--- src/rtl/irq_ctrl_if.sv ---
// Bus interface for the irq_ctrl io slot: chip select, write enable,
// 3-bit register select, write data and combinational read data.
//   master : address decoder / CPU side (drives cs, wen, addr, din)
//   slave  : irq_ctrl side (drives dout)
interface irq_ctrl_if #(
  parameter int unsigned WIDTH = 32
) ();
  logic             cs;
  logic             wen;
  logic [2:0]       addr;
  logic [WIDTH-1:0] din;
  logic [WIDTH-1:0] dout;

  modport master (
    output cs,
    output wen,
    output addr,
    output din,
    input  dout
  );

  modport slave (
    input  cs,
    input  wen,
    input  addr,
    input  din,
    output dout
  );
endinterface

--- src/rtl/irq_ctrl.sv ---
// Interrupt controller on the memory bus. Aggregates NUM_IRQ peripheral
// interrupt lines into a single registered irq to the CPU.
//
// Features:
//   per-channel enable mask, edge or level mode, pending latch with
//   write-1-to-clear, fixed priority encoder (lowest index wins) and
//   a vector register with acknowledge-by-index.
//
// Optional feature macro: IRQC_SWSET_EN
//   When defined, a write to addr 4 (SWSET) sets pending bits
//   (software-triggered interrupts). When undefined the write is ignored.
//
// Register map (addr):
//   0 PEND  R pending / W1C (edge channels only)
//   1 MASK  RW enable
//   2 MODE  RW 1 = edge, 0 = level
//   3 VEC   R {irq_valid, 26'b0, irq_vec} / W acknowledge by index din[4:0]
//   4 SWSET W set pending (optional), R 0
//   5 RAW   R synchronised input levels
//   6,7     R 0, W ignored
//
// Ports:
//   clk        system clock
//   reset      asynchronous active-low reset
//   bus        irq_ctrl_if slave: cs, wen, addr, din, dout (dout combinational)
//   irq_in     raw interrupt sources, any clock domain
//   irq        registered interrupt request to the CPU
//   irq_vec    registered index of the highest-priority active channel
//   irq_valid  registered flag: irq_vec is meaningful
//
// WIDTH must be >= 32 for the full VEC readback and >= NUM_IRQ.
module irq_ctrl #(
  parameter int unsigned WIDTH   = 32,
  parameter int unsigned NUM_IRQ = 8
) (
  input  logic               clk,
  input  logic               reset,
  irq_ctrl_if.slave          bus,
  input  logic [NUM_IRQ-1:0] irq_in,
  output logic               irq,
  output logic [4:0]         irq_vec,
  output logic               irq_valid
);

  localparam int unsigned VEC_W = 5;

  localparam logic [2:0] A_PEND  = 3'd0;
  localparam logic [2:0] A_MASK  = 3'd1;
  localparam logic [2:0] A_MODE  = 3'd2;
  localparam logic [2:0] A_VEC   = 3'd3;
  localparam logic [2:0] A_SWSET = 3'd4;
  localparam logic [2:0] A_RAW   = 3'd5;

  // State
  logic [NUM_IRQ-1:0] s1_q, s2_q, prev_q;
  logic [NUM_IRQ-1:0] pend_q, pend_d;
  logic [NUM_IRQ-1:0] mask_q, mask_d;
  logic [NUM_IRQ-1:0] mode_q, mode_d;
  logic               irq_q, irq_d;
  logic [VEC_W-1:0]   vec_q, vec_d;
  logic               valid_q, valid_d;

  // Combinational helpers
  logic               wr_c;
  logic               wr_pend_c, wr_mask_c, wr_mode_c, wr_vec_c;
  logic [NUM_IRQ-1:0] din_n_c;
  logic [VEC_W-1:0]   ack_idx_c;
  logic [NUM_IRQ-1:0] ack_clr_c;
  logic [NUM_IRQ-1:0] clr_c;
  logic [NUM_IRQ-1:0] sw_set_c;
  logic [NUM_IRQ-1:0] edge_c;
  logic [NUM_IRQ-1:0] pending_c;
  logic [NUM_IRQ-1:0] active_c;
  logic [VEC_W-1:0]   enc_c;
  logic [WIDTH-1:0]   rdata_c;

  // Upper din bits are ignored by design.
  logic unused_din;
  assign unused_din = ^bus.din;

  // Bus write decode
  assign wr_c      = bus.cs & bus.wen;
  assign wr_pend_c = wr_c && (bus.addr == A_PEND);
  assign wr_mask_c = wr_c && (bus.addr == A_MASK);
  assign wr_mode_c = wr_c && (bus.addr == A_MODE);
  assign wr_vec_c  = wr_c && (bus.addr == A_VEC);
  assign din_n_c   = bus.din[NUM_IRQ-1:0];
  assign ack_idx_c = bus.din[VEC_W-1:0];

`ifdef IRQC_SWSET_EN
  // Software set: one-shot pending request for the written bits.
  assign sw_set_c = (wr_c && (bus.addr == A_SWSET)) ? din_n_c : '0;
`else
  assign sw_set_c = '0;
`endif

  // Rising edge of the synchronised source.
  assign edge_c = s2_q & ~prev_q;

  // Level channels show the synchronised level directly; pend_q only carries
  // a one-cycle software set for them. Edge channels show the latch.
  assign pending_c = pend_q | (s2_q & ~mode_q);
  assign active_c  = pending_c & mask_q;

  // Acknowledge by index; indices >= NUM_IRQ never match.
  always_comb begin
    ack_clr_c = '0;
    for (int unsigned i = 0; i < NUM_IRQ; i++) begin
      if (wr_vec_c && (ack_idx_c == VEC_W'(i))) ack_clr_c[i] = 1'b1;
    end
  end

  // Clears only apply to channels currently in edge mode.
  assign clr_c = ((wr_pend_c ? din_n_c : '0) | ack_clr_c) & mode_q;

  // Next-state for control registers and pending latch.
  always_comb begin
    mask_d = wr_mask_c ? din_n_c : mask_q;
    mode_d = wr_mode_c ? din_n_c : mode_q;
    // Using the new mode: a channel turning level drops its latch so it
    // follows s2 next cycle; a channel turning edge keeps its current value.
    // Set (edge or software) wins over a same-cycle clear.
    pend_d = (mode_d & ((pending_c & ~clr_c) | edge_c)) | sw_set_c;
  end

  // Fixed priority encoder, lowest index wins.
  always_comb begin
    enc_c = '0;
    for (int i = int'(NUM_IRQ) - 1; i >= 0; i--) begin
      if (active_c[i]) enc_c = VEC_W'(i);
    end
  end

  // Output register next-state; vector holds when nothing is active.
  always_comb begin
    irq_d   = |active_c;
    valid_d = |active_c;
    vec_d   = (|active_c) ? enc_c : vec_q;
  end

  always_ff @(posedge clk or negedge reset) begin
    if (!reset) begin
      s1_q    <= '0;
      s2_q    <= '0;
      prev_q  <= '0;
      pend_q  <= '0;
      mask_q  <= '0;
      mode_q  <= '0;
      irq_q   <= 1'b0;
      vec_q   <= '0;
      valid_q <= 1'b0;
    end else begin
      s1_q    <= irq_in;
      s2_q    <= s1_q;
      prev_q  <= s2_q;
      pend_q  <= pend_d;
      mask_q  <= mask_d;
      mode_q  <= mode_d;
      irq_q   <= irq_d;
      vec_q   <= vec_d;
      valid_q <= valid_d;
    end
  end

  // Read mux
  always_comb begin
    rdata_c = '0;
    unique case (bus.addr)
      A_PEND:  rdata_c = WIDTH'(pending_c);
      A_MASK:  rdata_c = WIDTH'(mask_q);
      A_MODE:  rdata_c = WIDTH'(mode_q);
      A_VEC:   rdata_c = WIDTH'({valid_q, 26'b0, vec_q});
      A_RAW:   rdata_c = WIDTH'(s2_q);
      default: rdata_c = '0;
    endcase
  end

  assign bus.dout  = bus.cs ? rdata_c : '0;
  assign irq       = irq_q;
  assign irq_vec   = vec_q;
  assign irq_valid = valid_q;

endmodule

--- src/flat_wrapper.sv ---
// flat-port wrapper written by rule: the top's interface ports become plain ports
module irq_ctrl_flat 
#(
  parameter int unsigned WIDTH   = 32,
  parameter int unsigned NUM_IRQ = 8
)
  (clk, reset, irq_in, irq, irq_vec, irq_valid, bus_cs, bus_wen, bus_addr, bus_din, bus_dout);
  irq_ctrl_if #(.WIDTH(WIDTH)) bus_i ();
  input  logic clk;
  input  logic reset;
  input  logic [NUM_IRQ-1:0] irq_in;
  output logic irq;
  output logic [4:0] irq_vec;
  output logic irq_valid;
  input wire logic [$bits(bus_i.cs)-1:0] bus_cs;
  input wire logic [$bits(bus_i.wen)-1:0] bus_wen;
  input wire logic [$bits(bus_i.addr)-1:0] bus_addr;
  input wire logic [$bits(bus_i.din)-1:0] bus_din;
  output wire logic [$bits(bus_i.dout)-1:0] bus_dout;
  assign bus_i.cs = bus_cs;
  assign bus_i.wen = bus_wen;
  assign bus_i.addr = bus_addr;
  assign bus_i.din = bus_din;
  assign bus_dout = bus_i.dout;
  irq_ctrl #(.WIDTH(WIDTH), .NUM_IRQ(NUM_IRQ)) u_core (.clk(clk), .reset(reset), .bus(bus_i), .irq_in(irq_in), .irq(irq), .irq_vec(irq_vec), .irq_valid(irq_valid));
endmodule
--- config.mk ---
export PLATFORM = sky130hd
export DESIGN_NAME = irq_ctrl_flat
export DESIGN_NICKNAME = d
export VERILOG_FILES = /design/src/rtl/irq_ctrl_if.sv /design/src/rtl/irq_ctrl.sv /design/src/flat_wrapper.sv
export SDC_FILE = /design/constraint.sdc
export NUM_CORES = 1
export LEC_CHECK = 0
export BUFFER_PORTS_ARGS = -buffer_cell sky130_fd_sc_hd__buf_2
export CORE_MARGIN = 1.5
export CORE_UTILIZATION = 50
export DETAILED_ROUTE_END_ITERATION = 12
export PLACE_DENSITY_LB_ADDON = 0.12
export SLEW_MARGIN = 20
export SYNTH_ARGS = -nofsm -noshare
export SYNTH_HDL_FRONTEND = slang
export SYNTH_SLANG_ARGS = --single-unit
--- constraint.sdc ---
create_clock -name clk -period 1.7 [get_ports clk]
set_clock_uncertainty 0.1 [all_clocks]
set_input_delay 0.34 -clock clk [delete_from_list [all_inputs] [get_ports clk]]
set_output_delay 0.34 -clock clk [all_outputs]
set_load 0.02 [all_outputs]
==> summary.md, run 1 <==
| Metric | Value |
|---|---|
| Status | `complete, but fails checks` |
| Failing checks | `setup timing` |
| Synth Area in Adders | `0%` |
| Top-Level Pins | `between 80 and 90` |
| Number of fill cells in the layout | `365` |
| Most frequent cells after synthesis | `dfrtp_1, nand2_1, buf_4` |
| Register area share after synthesis | `50.4%` |
| Slew Limit Fails | `0` |
| Fraction of final layout cells sized beyond drive strength 1 | `42.0%` |
| Synth area leaders | `dfrtp_1, buf_4, mux2_2, o21ai_0, nand2_1` |
| Die Y | `74.9 um` |
| Final setup viols | `8` |
| Row cnt | `25` |
| PD cells | `roughly 1000 nW/um2` |
| Remaining Overflow, GRT | `0` |
| Most used DFF post-synth | `dfrtp_1` |
| Largest family of logic cells by synthesized area | `simple AND/OR/NAND/NOR gates` |
| Clk buf depth | `2` |
| Worst path bufs/invs | `1` |
| Post-Synth XOR/XNOR Area | `0%` |
| Inst Count DP | `390` |
| CP Capture Type | `output port` |
| Nets@finish | `390` |
| LEAKAGE | `0.00159 uW` |
| Area grow syn2layout | `32.6%` |
| Ant diodes | `0` |
| Max Clk Rate | `510 MHz` |
| WL per Instance | `15.1 um` |
| Final hold violations | `0` |
| Top delay family on crit path | `flip-flops` |
| Internal Pwr Total | `2280 uW` |
| Initial drt markers | `95` |
| Final worst path period share | `115%` |
| Net switching power | `about 1100 uW` |
| Synth Area in Compound Gates | `15.2%` |
| Synthesized cell area | `around 2600 um2` |
| Crit-path cells | `o21bai_4 > mux2_4 > a22oi_2 > nor2_2 > buf_6` |
| Tmin final | `1960 ps` |
| Worst hold margin | `32.8 ps` |
| Critical-path top delay cell | `dfrtp_1` |
| Hpwl dp | `4250 um` |
| RSZ-0062 raised after global routing | `yes` |
| Max-cap violations | `0` |
| Number of synthesized flops with an enable pin | `0` |
| Simple-Gate Fraction of Synth Area | `16.0%` |
| Leading area contributor after synthesis | `dfrtp_1` |
| Ys async rst share | `100%` |
| Die footprint | `5600 um2` |
| Final cell count without fillers | `410` |
| Gr usage total | `23.3%` |
| Total chip power | `roughly 3400 uW` |
| Via count | `2158` |
| Reg clk slew, reported paths | `90 ps` |
| Mux contribution to synthesized area | `a little over 8%` |
| Combinational power share | `32.9%` |
| Top-area cell type share of the netlist area | `50.4%` |
| Avg Inst Size Synth | `10.2 um2` |
| Hold Path Class | `input pin to flip-flop` |
| Detailed Route WL | `between 6000 and 7000 um` |
| Sw Ratio | `between 30% and 40%` |
| Synth cell types | `37` |
| CP Data Required Time | `1260 ps` |
| Vias in the first global route | `1969` |
| Clk_lat worst skew | `310 ps` |
| Kind of critical path | `flip-flop to output port` |
| Largest net degree at the start of global routing | `53` |
| Sequential power share | `47.7%` |
| Share of power burned in the clock network | `19.4%` |
| Clk sinks | `52` |
| Initial Utilization | `53.2%` |
| Syn Inst Count | `about 250` |
| Count of input and output buffers | `36` |
| Syn. warnings | `0` |
| Core Footprint | `4850 um2` |
| DRT antenna net count | `0` |
| GP Congestion | `around 0.85` |
| Global-route wire length before repair | `9490 um` |
| Cts bufs inserted | `5` |
| Chip Width | `74.9 um` |
| Initial antenna violation count | `0` |
| Worst VDD drop | `0.617 mV` |
| Vias per inst | `5.26` |
| CP Launch Type | `flip-flop` |
| Worst-path fanout max | `2` |
| DRT Pass-1 Iters | `4` |
| DRC viols | `0` |
| FF+latch count, synth | `52` |
| Most numerous cell in the Yosys netlist | `dfrtp_1` |
| Max stage delay on crit path | `slightly below 400 ps` |
| CTS tree | `built` |
| Final WS setup | `-259 ps` |
| Clock Tree Root | `clkbuf_8` |
| Worst EP arrival | `roughly 1500 ps` |
| H-tree depth | `2` |
stage by stage:
step,utilization [%],setup WS (ps),area [um2],TNS [ps]
detailed placement,63.8,-233,3100,-3280
finish,70.6,-259,3420,-976
global route,70.6,-343,3420,-1500
floorplan,-,-4.93,2700,-4.93
global placement,63.8,-225,3100,-2880
CTS,68.4,-273,3320,-1270
power by group through the flow:
stage          Sequential [uW]  Clock (uW)  Combinational, uW
6_report                  1630         663               1130
5_1_grt                   1660         727               1240
4_1_cts                   1620         681               1030
3_5_place_dp              1630           0                939
3_3_place_gp              1630           0                923
2_1_floorplan             1650           0                601
path summary, 6_finish.rpt:
kind | start | to | slack [ps] | cells past startpoint
min | irq_in[3] | u_core.s1_q[3] | 30 | 1
max in group asynchronous | reset | u_core.mode_q[2] | 820 | 3
min reg2reg | u_core.s1_q[4] | u_core.s2_q[4] | 250 | 0
max reg2reg | u_core.s2_q[4] | u_core.irq | 70 | 5
max | u_core.pend_q[1] | bus_dout[1] | -260 | 5
min in group asynchronous | reset | u_core.s2_q[5] | 440 | 3
logic make-up (layout without fill, tap and decap cells):
group / Yosys count / after routing
flip-flops: 52 / 52
AO/OA/AOI/OAI: 61 / 61
buffers and inverters: 42 / 109
other: 1 / 25
multiplexers: 19 / 19
AND/OR/NAND/NOR: 77 / 77
state kept, by name (all words and copies together) (netlist names):
register        flops
u_core.irq          1
u_core.irq_vec      3
u_core.mask_q       8
u_core.mode_q       8
u_core.pend_q       8
u_core.prev_q       8
u_core.s1_q         8
u_core.s2_q         8
placed cells by master, fill, tap and decap left out, types with 4 or more instances in the layout:
| cell type | count |
|---|---|
| buf_2 | 27 |
| nand2b_1 | 8 |
| nand2_1 | 27 |
| conb_1 | 25 |
| clkbuf_8 | 5 |
| mux2_2 | 15 |
| o311ai_0 | 4 |
| inv_1 | 8 |
| a21oi_1 | 4 |
| a21boi_1 | 7 |
| nor2b_4 | 4 |
| o21ai_1 | 6 |
| nor2_1 | 6 |
| dfrtp_1 | 51 |
| buf_6 | 4 |
| buf_4 | 56 |
| o311ai_2 | 4 |
| o21ai_0 | 19 |
| nor2b_1 | 4 |
| nand3_1 | 9 |
repair_timing:
item	4_1_cts	5_1_grt
endpoints found under the setup margin	8	12
hold buffers	1	0
resized for setup	31	21
endpoints found under the hold margin	52	0
pin swaps	10	13
setup buffers	5	7
area by class of cell:
type / instances / area (um2) / area share, %
repair buffers: 91 / 671 / 19.6
multi-input cells: 182 / 1250 / 36.4
flip-flops and latches: 52 / 1300 / 38.1
clock inverters: 1 / 5.00 / 0.146
inverters: 11 / 41.3 / 1.21
clock buffers: 6 / 72.6 / 2.12
well taps: 67 / 83.8 / 2.45
metal layers:
| layer | vias up | track usage [%] | part of all wire (%) |
|---|---|---|---|
| li1 | 1019 | - | - |
| met1 | 1040 | 32.0 | 45 |
| met2 | 80 | 36.3 | 47 |
| met3 | 19 | 4.15 | 4.8 |
| met4 | 0 | 10.3 | 2.8 |
| met5 | - | 0 | 0 |
Power figures use the tool's default switching activity.
==> inputs of run 2 (changes only) <==
==> constraint.sdc (replaced) <==
create_clock -name clk -period 1.7 [get_ports clk]
set_clock_uncertainty 0.1 [all_clocks]
set_input_delay 0.51 -clock clk [delete_from_list [all_inputs] [get_ports clk]]
set_output_delay 0.51 -clock clk [all_outputs]
set_load 0.02 [all_outputs]
==> run 2 against run 1 <==
Effect of this change:
- the flow still finishes with violations (setup timing)
- register-to-register slack about the same
- utilization up 9.3 points
- via count up 1.7%
- non-clock buffer count up 3
- first-iteration DRC count up 32%
- fmax down 7.3%
- critical endpoint unchanged
- largest power group unchanged
- sequential share of layout area down 4.5 points
==> summary.md, run 2 (synthesis gave the netlist of run 1 again) <==
| Metric | Value |
|---|---|
| Cts bufs inserted | `5` |
| Total chip power | `3860 uW` |
| Global-route wire length before repair | `10200 um` |
| Clk sinks | `52` |
| Worst-path fanout max | `2` |
| Setup tns final | `-3070 ps` |
| WL per Instance | `16.2 um` |
| Worst hold margin | `74.6 ps` |
| LEAKAGE | `0.00177 uW` |
| Hold Path Class | `input pin to async pin` |
| Die Y | `roughly 75 um` |
| DRC viols | `0` |
| Most common cell after layout, fill and taps aside | `dfrtp_1` |
| Failing checks | `setup timing` |
| Tmin final | `2110 ps` |
| Chip Width | `74.9 um` |
| CTS tree | `built` |
| Reg clk slew, reported paths | `~90 ps` |
| Remaining Overflow, GRT | `0` |
| Area grow syn2layout | `50.0%` |
| Crit. Startpoint | `u_core.pend_q[1]` |
| Register area | `1300 um2` |
| Final worst path period share | `124%` |
| Max-cap violations | `0` |
| Ant diodes | `0` |
| DRT antenna net count | `0` |
| Count of input and output buffers | `36` |
| Vias per inst | `5.30` |
| Initial drt markers | `125` |
| Row cnt | `25` |
| PD cells | `996 nW/um2` |
| Initial antenna violation count | `0` |
| CP Data Required Time | `~1100 ps` |
| Die footprint | `~5600 um2` |
| CP Launch Type | `flip-flop` |
| Hold buffers post-CTS | `0` |
| Kind of critical path | `flip-flop to output port` |
| Number of fill cells in the layout | `289` |
| RR Startpoint | `u_core.s2_q[5]` |
| Final WS setup | `-414 ps` |
| GP Congestion | `0.907` |
| Worst EP arrival | `about 1500 ps` |
| RSZ-0062 raised after global routing | `yes` |
| Vias in the first global route | `approximately 2200` |
| H-tree depth | `2` |
| Clock Tree Root | `clkbuf_8` |
| CP Capture Type | `output port` |
| Max Clk Rate | `473 MHz` |
| Via count | `~2200` |
| Largest net degree at the start of global routing | `53` |
| Core Footprint | `4850 um2` |
| Status | `complete, but fails checks` |
| Initial Utilization | `around 53%` |
| Fraction of final layout cells sized beyond drive strength 1 | `between 40% and 50%` |
| Hpwl dp | `4600 um` |
| Nets@finish | `393` |
| Final setup viols | `17` |
| Clk_lat worst skew | `300 ps` |
| Final hold violations | `0` |
| Commonest cells after routing, fill and taps aside | `dfrtp_1, buf_4, conb_1, buf_2, nand2_1` |
| Top-Level Pins | `86` |
| Detailed Route WL | `~6700 um` |
| Clk buf depth | `2` |
| DRT Pass-1 Iters | `4` |
| Multi-input logic area | `1510 um2` |
| Worst VDD drop | `0.626 mV` |
| Slew Limit Fails | `0` |
| Gr usage total | `24.8%` |
==> run 2: cell types whose count changed in the layout (fill, tap and decap cells not counted), moves of 4 or more <==
cell,before,now
buf_6,4,19
mux2_2,15,0
mux2_4,1,16
buf_4,56,44
nand3_1,9,1
nand3_2,0,8
nand2_1,27,22
buf_2,27,23
==> run 2: per-layer routing <==
layer / vias to the layer above / GRT usage, % / routed length, um
li1: 1026 / - / -
met1: 1078 / 31.9 / 2840
met2: 77 / 41.5 / 3380
met3: 13 / 4.28 / 359
met4: 0 / 10.1 / 136
met5: - / 0 / 0
==> run 2: worst max-delay path, stage by stage, from the launching register on <==
cell	delay [ps]
dfrtp_1	400
o21bai_4	180
mux2_4	270
a22oi_2	170
nor2_2	50
buf_6	120
==> run 2: cell type report <==
type                            count  area share (%)
Clock buffer                        7            2.49
Timing Repair Buffer               94            20.7
Clock inverter                      1           0.775
Tap cell                           67            2.16
Multi-Input combinational cell    182            39.1
Inverter                           11            1.20
Sequential cell                    52            33.6
==> run 2: path summary, 6_finish.rpt <==
path	to	slack, ps	cells after the start
worst max-delay path	bus_dout[1]	-410	5
worst min-delay path	u_core.prev_q[6]	70	2
worst max register to register	u_core.irq	80	4
worst min register to register	u_core.s2_q[4]	260	0
max in group asynchronous	u_core.s2_q[2]	1190	2
min in group clk	u_core.s1_q[6]	200	1
==> run 2: what timing repair did <==
item                                    CTS  global route
endpoints found under the setup margin   15            27
buffers inserted                          4             2
pin swaps                                16            10
gates resized for setup                  48            48
endpoints found under the hold margin     0             0
==> run 2: through the flow <==
step           utilization, %  instances  setup WS [ps]  area (um2)
4_1_cts                  75.7        412           -389        3670
5_1_grt                  79.9        414           -469        3870
6_report                 79.9        414           -414        3870
3_5_place_dp             68.8        401           -456        3340
3_3_place_gp             68.8        401           -448        3340
2_1_floorplan               -        276           -206        2920
==> run 2: where the power goes <==
part | switching [uW] | internal, uW | total, uW
clock network | 399 | 520 | 918
registers | 180 | 1450 | 1630
logic | 645 | 667 | 1310
